File: src/rtl/modulator_pkg.sv
// rtl/modulator_pkg.sv - shared constants, types and helpers for the DSSS modulator
package modulator_pkg;

  localparam int SIZE_INPUT_BIT  = 8;
  localparam int SIZE_OUTPUT_BIT = 32;
  localparam int SIZE_BIT_PACK   = 1976;
  localparam int SISE_PREAMBLE   = 32;
  localparam logic [31:0] PREAMBLE = 32'h1ACFFC1D;
  localparam logic signed [15:0] AMP = 16'sd8191;

  // Packet RAM geometry: 247 bytes, first 4 are the preamble
  localparam int PACK_BYTES       = SIZE_BIT_PACK / SIZE_INPUT_BIT;
  localparam int PRE_BYTES        = SISE_PREAMBLE / SIZE_INPUT_BIT;
  localparam int ADDR_FIRST_WRITE = PRE_BYTES;
  localparam int PAYLOAD_BYTES    = PACK_BYTES - PRE_BYTES;

  localparam int BIT_W  = $clog2(SIZE_BIT_PACK);
  localparam int ADDR_W = $clog2(PACK_BYTES);
  localparam int CNT_W  = $clog2(PAYLOAD_BYTES + 1);

  // PN generator: x^7 + x^6 + 1, feedback from stages 7 and 6
  localparam int LFSR_W = 7;
  localparam logic [LFSR_W-1:0] LFSR_SEED = 7'h7F;
  localparam logic [LFSR_W-1:0] LFSR_TAPS = 7'b1100000;

  typedef struct packed {
    logic signed [15:0] i;
    logic signed [15:0] q;
  } iq_t;

  // Preamble byte idx (0 = most significant, sent first)
  function automatic logic [7:0] preamble_byte(input logic [1:0] idx);
    logic [31:0] v;
    v = PREAMBLE << {idx, 3'b000};
    return v[31:24];
  endfunction

  // Chip to constellation point: 0 -> +AMP, 1 -> -AMP on both rails
  function automatic iq_t map_chip(input logic c);
    iq_t s;
    s.i = c ? -AMP : AMP;
    s.q = s.i;
    return s;
  endfunction

endpackage

File: src/rtl/modulator_core_pn_gen.sv
// rtl/modulator_core_pn_gen.sv - Fibonacci LFSR chip source with reload and step
module pn_gen
  import modulator_pkg::*;
(
  input  logic i_clk,
  input  logic i_reset,
  input  logic i_load,
  input  logic i_step,
  output logic o_chip
);

  logic [LFSR_W-1:0] r_state;
  logic              w_fb;

  assign w_fb   = ^(r_state & LFSR_TAPS);
  assign o_chip = r_state[0];

  // Reload to the seed at each packet bit, otherwise advance once per chip
  always_ff @(posedge i_clk or posedge i_reset) begin
    if (i_reset)     r_state <= LFSR_SEED;
    else if (i_load) r_state <= LFSR_SEED;
    else if (i_step) r_state <= {r_state[LFSR_W-2:0], w_fb};
  end

endmodule

File: src/rtl/modulator_core.sv
// rtl/modulator_core.sv - packet DSSS modulator with ping-pong payload buffers
module modulator_core
  import modulator_pkg::*;
#(
  parameter int CHIPS_PER_BIT = 120,
  parameter int SPS           = 4
) (
  input  logic                       i_clk,
  input  logic                       i_reset,
  input  logic [SIZE_INPUT_BIT-1:0]  i_data,
  input  logic                       i_valid_input,
  output logic                       o_ready,
  output logic [SIZE_OUTPUT_BIT-1:0] o_data,
  output logic                       o_valid_output
);

  localparam int CHIP_W = (CHIPS_PER_BIT > 1) ? $clog2(CHIPS_PER_BIT) : 1;
  localparam int SMP_W  = (SPS > 1) ? $clog2(SPS) : 1;
  localparam logic [CHIP_W-1:0] CHIP_LAST = CHIP_W'(CHIPS_PER_BIT - 1);
  localparam logic [SMP_W-1:0]  SMP_LAST  = SMP_W'(SPS - 1);
  localparam logic [BIT_W-1:0]  BIT_LAST  = BIT_W'(SIZE_BIT_PACK - 1);

  logic [7:0]        r_ram0 [PACK_BYTES];
  logic [7:0]        r_ram1 [PACK_BYTES];

  logic [BIT_W-1:0]  r_bit;
  logic [CHIP_W-1:0] r_chip;
  logic [SMP_W-1:0]  r_smp;

  logic              r_tx_sel;
  logic              r_blank;
  logic [CNT_W-1:0]  r_fill_cnt;
  logic              r_fill_full;

  logic [7:0]        r_byte;
  logic [2:0]        r_sel;
  logic              r_pay;
  logic              r_v1;

  logic              w_smp_last, w_chip_last, w_bit_last, w_pkt_start;
  logic              w_swap, w_accept, w_wr_sel, w_pn, w_bit, w_chip;
  logic [ADDR_W-1:0] w_wr_addr, w_rd_addr;
  logic [7:0]        w_rd_byte;
  logic [CNT_W-1:0]  w_cnt_next;
  logic              w_full_next;
  iq_t               w_iq;

  assign w_smp_last  = (r_smp == SMP_LAST);
  assign w_chip_last = (r_chip == CHIP_LAST);
  assign w_bit_last  = (r_bit == BIT_LAST);
  assign w_pkt_start = (r_bit == '0) && (r_chip == '0) && (r_smp == '0);

  assign w_swap    = w_pkt_start && r_fill_full;
  assign w_accept  = i_valid_input && o_ready;
  // A byte landing on a swap edge belongs to the freshly emptied buffer
  assign w_wr_sel  = w_swap ? r_tx_sel : ~r_tx_sel;
  assign w_wr_addr = ADDR_W'(ADDR_FIRST_WRITE) + (w_swap ? '0 : ADDR_W'(r_fill_cnt));

  // Next fill state; o_ready is registered from it so it drops right after the last byte
  always_comb begin
    w_cnt_next  = r_fill_cnt;
    w_full_next = r_fill_full;
    if (w_swap) begin
      w_cnt_next  = w_accept ? CNT_W'(1) : '0;
      w_full_next = 1'b0;
    end else if (w_accept) begin
      w_cnt_next  = r_fill_cnt + 1'b1;
      w_full_next = (r_fill_cnt == CNT_W'(PAYLOAD_BYTES - 1));
    end
  end

  // Payload RAM writes into the current fill buffer
  always_ff @(posedge i_clk) begin
    if (w_accept) begin
      if (w_wr_sel) r_ram1[w_wr_addr] <= i_data;
      else          r_ram0[w_wr_addr] <= i_data;
    end
  end

  // Fill bookkeeping, buffer swap and blank-packet decision at each packet start
  always_ff @(posedge i_clk or posedge i_reset) begin
    if (i_reset) begin
      r_fill_cnt  <= '0;
      r_fill_full <= 1'b0;
      o_ready     <= 1'b0;
      r_tx_sel    <= 1'b0;
      r_blank     <= 1'b1;
    end else begin
      r_fill_cnt  <= w_cnt_next;
      r_fill_full <= w_full_next;
      o_ready     <= ~w_full_next;
      if (w_pkt_start) begin
        r_blank <= ~r_fill_full;
        if (r_fill_full) r_tx_sel <= ~r_tx_sel;
      end
    end
  end

  // Sample / chip / bit position counters, free running after reset
  always_ff @(posedge i_clk or posedge i_reset) begin
    if (i_reset) begin
      r_smp  <= '0;
      r_chip <= '0;
      r_bit  <= '0;
    end else begin
      r_smp <= w_smp_last ? '0 : r_smp + 1'b1;
      if (w_smp_last) begin
        r_chip <= w_chip_last ? '0 : r_chip + 1'b1;
        if (w_chip_last) r_bit <= w_bit_last ? '0 : r_bit + 1'b1;
      end
    end
  end

  // Preamble bytes are constant; the rest comes from the transmit buffer
  assign w_rd_addr = r_bit[BIT_W-1:3];
  always_comb begin
    w_rd_byte = r_tx_sel ? r_ram1[w_rd_addr] : r_ram0[w_rd_addr];
    if (w_rd_addr < ADDR_W'(PRE_BYTES)) w_rd_byte = preamble_byte(w_rd_addr[1:0]);
  end

  // First pipeline stage: registered byte read plus bit select
  always_ff @(posedge i_clk or posedge i_reset) begin
    if (i_reset) begin
      r_byte <= '0;
      r_sel  <= '0;
      r_pay  <= 1'b0;
      r_v1   <= 1'b0;
    end else begin
      r_byte <= w_rd_byte;
      r_sel  <= r_bit[2:0];
      r_pay  <= (w_rd_addr >= ADDR_W'(PRE_BYTES));
      r_v1   <= 1'b1;
    end
  end

  pn_gen u_pn_gen (
    .i_clk   (i_clk),
    .i_reset (i_reset),
    .i_load  ((r_chip == '0) && (r_smp == '0)),
    .i_step  ((r_chip != '0) && (r_smp == '0)),
    .o_chip  (w_pn)
  );

  assign w_bit  = r_byte[3'd7 - r_sel] & ~(r_blank & r_pay);
  assign w_chip = w_bit ^ w_pn;
  assign w_iq   = map_chip(w_chip);

  // Second stage: spread bit mapped to the output sample
  always_ff @(posedge i_clk or posedge i_reset) begin
    if (i_reset) begin
      o_data         <= '0;
      o_valid_output <= 1'b0;
    end else begin
      o_data         <= r_v1 ? w_iq : '0;
      o_valid_output <= r_v1;
    end
  end

endmodule

File: config.mk
export PLATFORM = sky130hd
export DESIGN_NAME = modulator_core
export DESIGN_NICKNAME = d
export VERILOG_FILES = /design/src/rtl/modulator_pkg.sv /design/src/rtl/modulator_core_pn_gen.sv /design/src/rtl/modulator_core.sv
export SDC_FILE = /design/constraint.sdc
export NUM_CORES = 2
export LEC_CHECK = 0
export CAP_MARGIN = 20
export CORE_MARGIN = 3
export CORE_UTILIZATION = 25
export CTS_CLUSTER_DIAMETER = 30
export CTS_CLUSTER_SIZE = 28
export DETAILED_ROUTE_END_ITERATION = 6
export HOLD_SLACK_MARGIN = 0.1
export PLACE_DENSITY = 0.48
export SYNTH_ARGS = -nofsm -noshare
export SYNTH_HDL_FRONTEND = slang
export SYNTH_SLANG_ARGS = --single-unit
File: constraint.sdc
create_clock -name i_clk -period 3.09 [get_ports i_clk]
set_clock_uncertainty 0.15 [all_clocks]
set_input_delay 0.7725 -clock i_clk [delete_from_list [all_inputs] [get_ports i_clk]]
set_output_delay 0.7725 -clock i_clk [all_outputs]
set_load 0.02 [all_outputs]
== After elaboration in Yosys (flattened, before gate mapping) ==
Memory sizes are Yosys's and may differ from the RTL's.
Index checks and enable logic that the tools add are counted.
Cells by class
  add/subtract/negate cells: 6
  $lt $le $gt $ge: 3
  equality and inequality tests: 4
  shift-type cells: 1
  muxes and demuxes: 24
  bitwise operators: 7
  reductions and logical operators: 15
Operators with widths (count)
  2-to-1 mux 8 bit: 5
  2-to-1 mux 32 bit: 1
  left shift 29 x 5 -> 32 bit (first input constant): 1
  2-to-1 mux 7 bit: 3
  2-to-1 mux 16 bit: 1
  adder 11 x 1 -> 11 bit (second input constant): 1
  equality test 11 bit (second input constant): 1
  zero test 11 bit: 1
  2-to-1 mux 1 bit: 11
  2-to-1 mux 11 bit: 1
  adder 3 x 8 -> 8 bit (first input constant): 1
  adder 8 x 1 -> 8 bit (second input constant): 1
  equality test 8 bit (second input constant): 1
  >= comparator 8 x 3 -> 1 bit (second input constant): 1
  less-than comparator 8 x 3 -> 1 bit (second input constant): 1
  adder 7 x 1 -> 7 bit (second input constant): 1
  equality test 7 bit (second input constant): 1
  zero test 7 bit: 1
  nonzero test 7 bit: 1
  parity 7 bit: 1
  logical AND 1 bit: 6
  less-than comparator 3 x 4 -> 1 bit (second input constant): 1
  inverter 1 bit: 4
  AND reduction 2 bit: 2
  9 further kinds: 11
Storage, ports and cells
  register bits after elaboration: 85
  memory bits (writable): 3952
  input port bits: 11
  output and inout port bits: 34
  memories: 2
Memories
  r_ram0: words 247, bits a word 8, rd ports 1, clocked after memory_dff 0, write ports 1, line modulator_core.sv:23  | logic [7:0] r_ram0 [PACK_BYTES];
  r_ram1: words 247, bits a word 8, rd ports 1, clocked after memory_dff 0, write ports 1, line modulator_core.sv:24  | logic [7:0] r_ram1 [PACK_BYTES];

== Logic depth before layout (Yosys ltp) ==
  word-level depth: 8
  gate-level depth with buffers: 14
  depth with buffers taken out: 10

== By module ==
A second synthesis with hierarchy kept.
Unflattened totals
  cell total of the unflattened synthesis: 7444
  area total of the unflattened synthesis: 156149.8 um^2
By module, submodules not included
  modulator_core: instances 1, cells an instance 7419, area each 155844.5 um^2
  pn_gen: instances 1, cells an instance 25, area each 305.3 um^2

== Worst setup path after synthesis ==
OpenSTA, ideal clock, no wires.
  kind: register to register
  from: register r_chip[0]
  to: memory r_ram1[128][0], enable pin
  library setup time: 0.370 ns
  arrival: 2.613 ns
  data required time: 2.570 ns
  slack: -0.043 ns
  cell stages (with the launch flop): 13
  buffers on the path: 4
  clock period less this slack: 3.133 ns
  cell sequence: dfrtp_1 inv_1 ha_1 nor4b_1 nand3_1 nor3_2 and2_1 buf_2 buf_2 buf_2 o21ai_1 clkbuf_1 nor2_1
On the way
  word-level cells in the longest chain between the ends: 8
  elaborated cells on any way between the ends: 10
  those cells by class: 1 x add/sub; 5 x mux; 4 x reduce/logical
Ends and longest elaborated chain
  start, declared: line modulator_core.sv:27  | logic [CHIP_W-1:0] r_chip;
  start signal, assigned: line modulator_core.sv:108  | r_chip <= w_chip_last ? '0 : r_chip + 1'b1;
  zero test 7 bit (*): line modulator_core.sv:51  | assign w_pkt_start = (r_bit == '0) && (r_chip == '0) && (r_smp == '0);
  logical AND 1 bit (*) (2 in series): line modulator_core.sv:51
  logical AND 1 bit (*): line modulator_core.sv:53  | assign w_swap = w_pkt_start && r_fill_full;
  parallel branches: the longest is 4 deep, another holds adder 3 x 8 -> 8 bit
  end, declared: line modulator_core.sv:24
Every way passes the cells marked *.

== Worst setup path after layout ==
  from: register r_bit[3]
  to: register r_byte[1]
On the way
  word-level cells in the longest chain between the ends: 3
  elaborated cells on any way between the ends: 6
  those cells by class: 1 x order compare; 1 x shift; 2 x mux; 2 x memory
Ends and longest elaborated chain
  start, declared: line modulator_core.sv:26  | logic [BIT_W-1:0] r_bit;
  start signal, assigned: line modulator_core.sv:109  | if (w_chip_last) r_bit <= w_bit_last ? '0 : r_bit + 1'b1;
  memory read (247 x 8 bit) (on tied branches)
  2-to-1 mux 8 bit: line modulator_core.sv:117  | w_rd_byte = r_tx_sel ? r_ram1[w_rd_addr] : r_ram0[w_rd_addr];
  2-to-1 mux 8 bit (*): line modulator_core.sv:118  | if (w_rd_addr < ADDR_W'(PRE_BYTES)) w_rd_byte = preamble_byte(w_rd_addr[1:0]);
  named net w_rd_byte[1]: line modulator_core.sv:43  | logic [7:0] w_rd_byte;
  end signal, assigned: line modulator_core.sv:129  | r_byte <= w_rd_byte;
  end, declared: line modulator_core.sv:35  | logic [7:0] r_byte;
Mark *: on every way through the listed nets, which the timed path passes. The rest lies on a longest branch.
A chain may end at the register's enable or synchronous reset.

==> results.toml <==
[run_status]
status = "finished with violations"
violations = "negative setup slack"

[global_routing]
track_usage = 0.160
grt_pass1_wl_um = 726000
overflow = 0
grt_max_degree = 129
antenna_found_initial = 18
grt_pass1_vias = 91300

[timing]
worstMarginPinSlew_ps = 1030
fin_crit_ps = 3690
drv_slew = 0
fin_hold_ws_ps = 237
rsz0062_at_grt = "yes"
hold_viol = 0
slew_headroom = 0.314
post-route-period-util = 1.19
fmax_ghz = 0.271
layout_setup_ws_ps = -600
setup_violations = 3565

[synthesis]
synth_seq_cells = 4007
synth.area.top_cells = "edfxtp_1 (76%), mux4_2 (14%), mux2i_1 (1.9%)"
synth_top_area_cell = "edfxtp_1"
synthArstFlopShare = 0.0137
syn_nets = 7440
yosys.cell_types.count = 87
syn_area_um2 = 156000
syn_area_per_cell_um2 = 21.1
synth_cells = 7416
synth_warnings = 0
synth.top_cell.area_share = 0.758
synth_ff_type = "edfxtp_1"
seq_area_frac_synth = 0.767
synth_edf_count = 3952

[die]
coreArea_um2 = 622000
dieWidth_um = 797
initial_utilization = 0.252
die_y_um = 797
die_area_um2 = 636000
rows = 289
ios = 45

[routing]
firstDrtPassIters = 6
vias_per_cell = 4.72
drtAntennaViolNets = 0
finalWirelength_um = 528000
drt_iter0_drc = 9946
vias = 88400
post-route-drc-count = 0
routedWlPerCell_um = 28.2

[place]
place_congestion = 0.846
placedInstanceArea_um2 = 181000
numPortBuffers = 44
dp_hpwl_um = 346000

[hold_path]
hold_path_class = "reg2reg"

[clocking]
clkTransAtPathRegs_ps = 50
cts.sinks = 4007
h-tree-depth = 6
clockRootBuffer = "clkbuf_16"
cts_buffers = 826
insertion_delay_ps = 1120
clockBufferDepth = 4
cts_tree = "built"

[finish]
fill_cells = 57400
nets = 9734
area_growth_pct = 39.2
layout-drive-gt1-share = 0.453
final_cell_area_um2 = 218000

[pwr]
p_per_area_nw_per_um2 = 726
p_leak_nw = 70.9
peakVddDrop_v = 0.000680

[setup_path]
crit_required_ps = 3900
critPathTopFamily = "multiplexers"
worstPathMaxFanout = 6
crit_chain = "buf_12, buf_16, buf_12, buf_6, mux4_2, mux4_2, o221ai_4, nand4_1, o2111ai_2, nand3_2"
setup.worst_path.start_class = "register"
slowest_stage = "mux4_2"
max_stage_delay_ps = 610
critPathArrivalTime_ps = 4500
crit_type = "reg2reg"
cp_num_buf_inv = 4
critPathCaptureType = "register"

[flow_run]
cap_violations = 0
worst paths after layout:
check | to | cells past startpoint | from | slack (ps)
worst max register to register | r_byte[1]$_DFF_PP0_ | 10 | r_bit[3]$_DFFE_PP0P_ | -600
worst min register to register | o_data[16]$_DFF_PP0_ | 0 | r_v1$_DFF_PP0_ | 240
min in group asynchronous | o_data[16]$_DFF_PP0_ | 3 | i_reset | 630
max in group asynchronous | r_bit[7]$_DFFE_PP0P_ | 4 | i_reset | 1440
worst min-delay path | o_data[16]$_DFF_PP0_ | 0 | r_v1$_DFF_PP0_ | 240
worst max-delay path | r_byte[1]$_DFF_PP0_ | 10 | r_bit[3]$_DFFE_PP0P_ | -600
cells by family (layout without fill, tap and decap cells):
kind of cell | count (synthesis) | in the layout | share of synthesized area
mux | 1270 | 1270 | 0.158
fa+ha+maj | 13 | 13 | 0.00104
flops | 4007 | 4007 | 0.767
other cells | 1 | 12 | 0.0000240
xor+xnor | 15 | 15 | 0.000839
compound gates | 578 | 578 | 0.0268
buf+inv | 517 | 3530 | 0.0196
simple gates | 1015 | 1015 | 0.0270
worst reg2reg max path, stage by stage, from the launching register on:
cell       delay [ps]
dfrtp_4           500
buf_12            170
buf_16            170
buf_12            180
buf_6             110
mux4_2            480
mux4_2            610
o221ai_4          330
nand4_1           510
o2111ai_2         280
nand3_2            80
synthesized netlist by cell type, drive strengths merged, types with 14 or more instances:
cell type and n:
nand3 54, nand4 18, a211oi 22, clkbuf 168
mux2i 303, inv 19, dfrtp 47, o22ai 31
mux4 953, a21oi 81, a31oi 14, nor2 570
and2 14, a22oi 89, a22o 17, o221ai 67
buf 327, o211ai 20, a2111oi 18, mux2 14
edfxtp 3952, nor2b 19, a221oi 39, nor3 25
o21ai 88, nand2 267
routing by layer:
metal,vias up,part of all wire,GRT usage
met5,-,0.000051,0
met3,800,0.073,0.0293
met2,3687,0.47,0.258
met1,48000,0.43,0.220
met4,4,0.028,0.0450
li1,35900,-,-
state kept, by name, indices dropped and copies added (netlist names):
| signal | cells |
|---|---|
| o_data | 3 |
| o_ready | 1 |
| r_bit | 11 |
| r_blank | 1 |
| r_byte | 8 |
| r_chip | 7 |
| r_fill_cnt | 8 |
| r_fill_full | 1 |
| r_pay | 1 |
| r_ram0 | 1976 |
| r_ram1 | 1976 |
| r_sel | 3 |
| r_smp | 2 |
| r_tx_sel | 1 |
| r_v1 | 1 |
| u_pn_gen.r_state | 7 |
report_power, final:
part / internal [mW] / switching, mW / leakage, nW
Clock: 60.7 / 30.5 / 13.9
Sequential: 60.2 / 0.159 / 36.2
Combinational: 2.22 / 4.34 / 20.8
Total: 123 / 35.0 / 70.9
cell type report:
class	instances	area, µm²	area share
inverters	22	116	0.000534
clock inverters	639	8220	0.0377
multi-input cells	2892	36600	0.168
flip-flops and latches	4007	120000	0.551
clock buffers	908	21100	0.0968
repair buffers	1961	21400	0.0982
well taps	8293	10400	0.0476
diodes	11	27.5	0.000126
placed cells by master, fill, tap and decap left out, types with 57 or more instances in the layout:
cell type and instances:
clkinv_2 134, buf_4 1241, nor2_4 199, clkinv_1 105, clkbuf_1 77, bufinv_16 134, edfxtp_1 3952, mux4_2 953
buf_8 76, buf_6 223, clkinv_4 66, o21ai_0 67, o221ai_1 57, mux2i_1 296, nand2_1 235, clkbuf_16 846
clkinvlp_4 109, a21oi_1 67, a22oi_1 69, buf_12 311, nor2_1 352
per-stage QoR:
stage,total power [mW],util,setup slack (ps),std cells,setup TNS (ps)
final,158,0.350,-600,18700,-510570
after global routing,162,0.350,-580,18700,-695550
after CTS,158,0.344,-551,18600,-536350
after detailed placement,65.9,0.291,-1470,17000,-1642120
after global placement,65.8,0.291,-1740,17000,-1897950
after floorplan,62.4,-,-43.3,7416,-5560
what timing repair did:
action / CTS / global route
hold endpoints to repair: 196 / 0
resized for setup: 609 / 657
cloned: 20 / 14
hold buffers: 9 / 0
pin swaps: 103 / 113
buffers inserted: 93 / 88
endpoints found under the setup margin: 3991 / 3931
(Power assumes the default switching activity.)
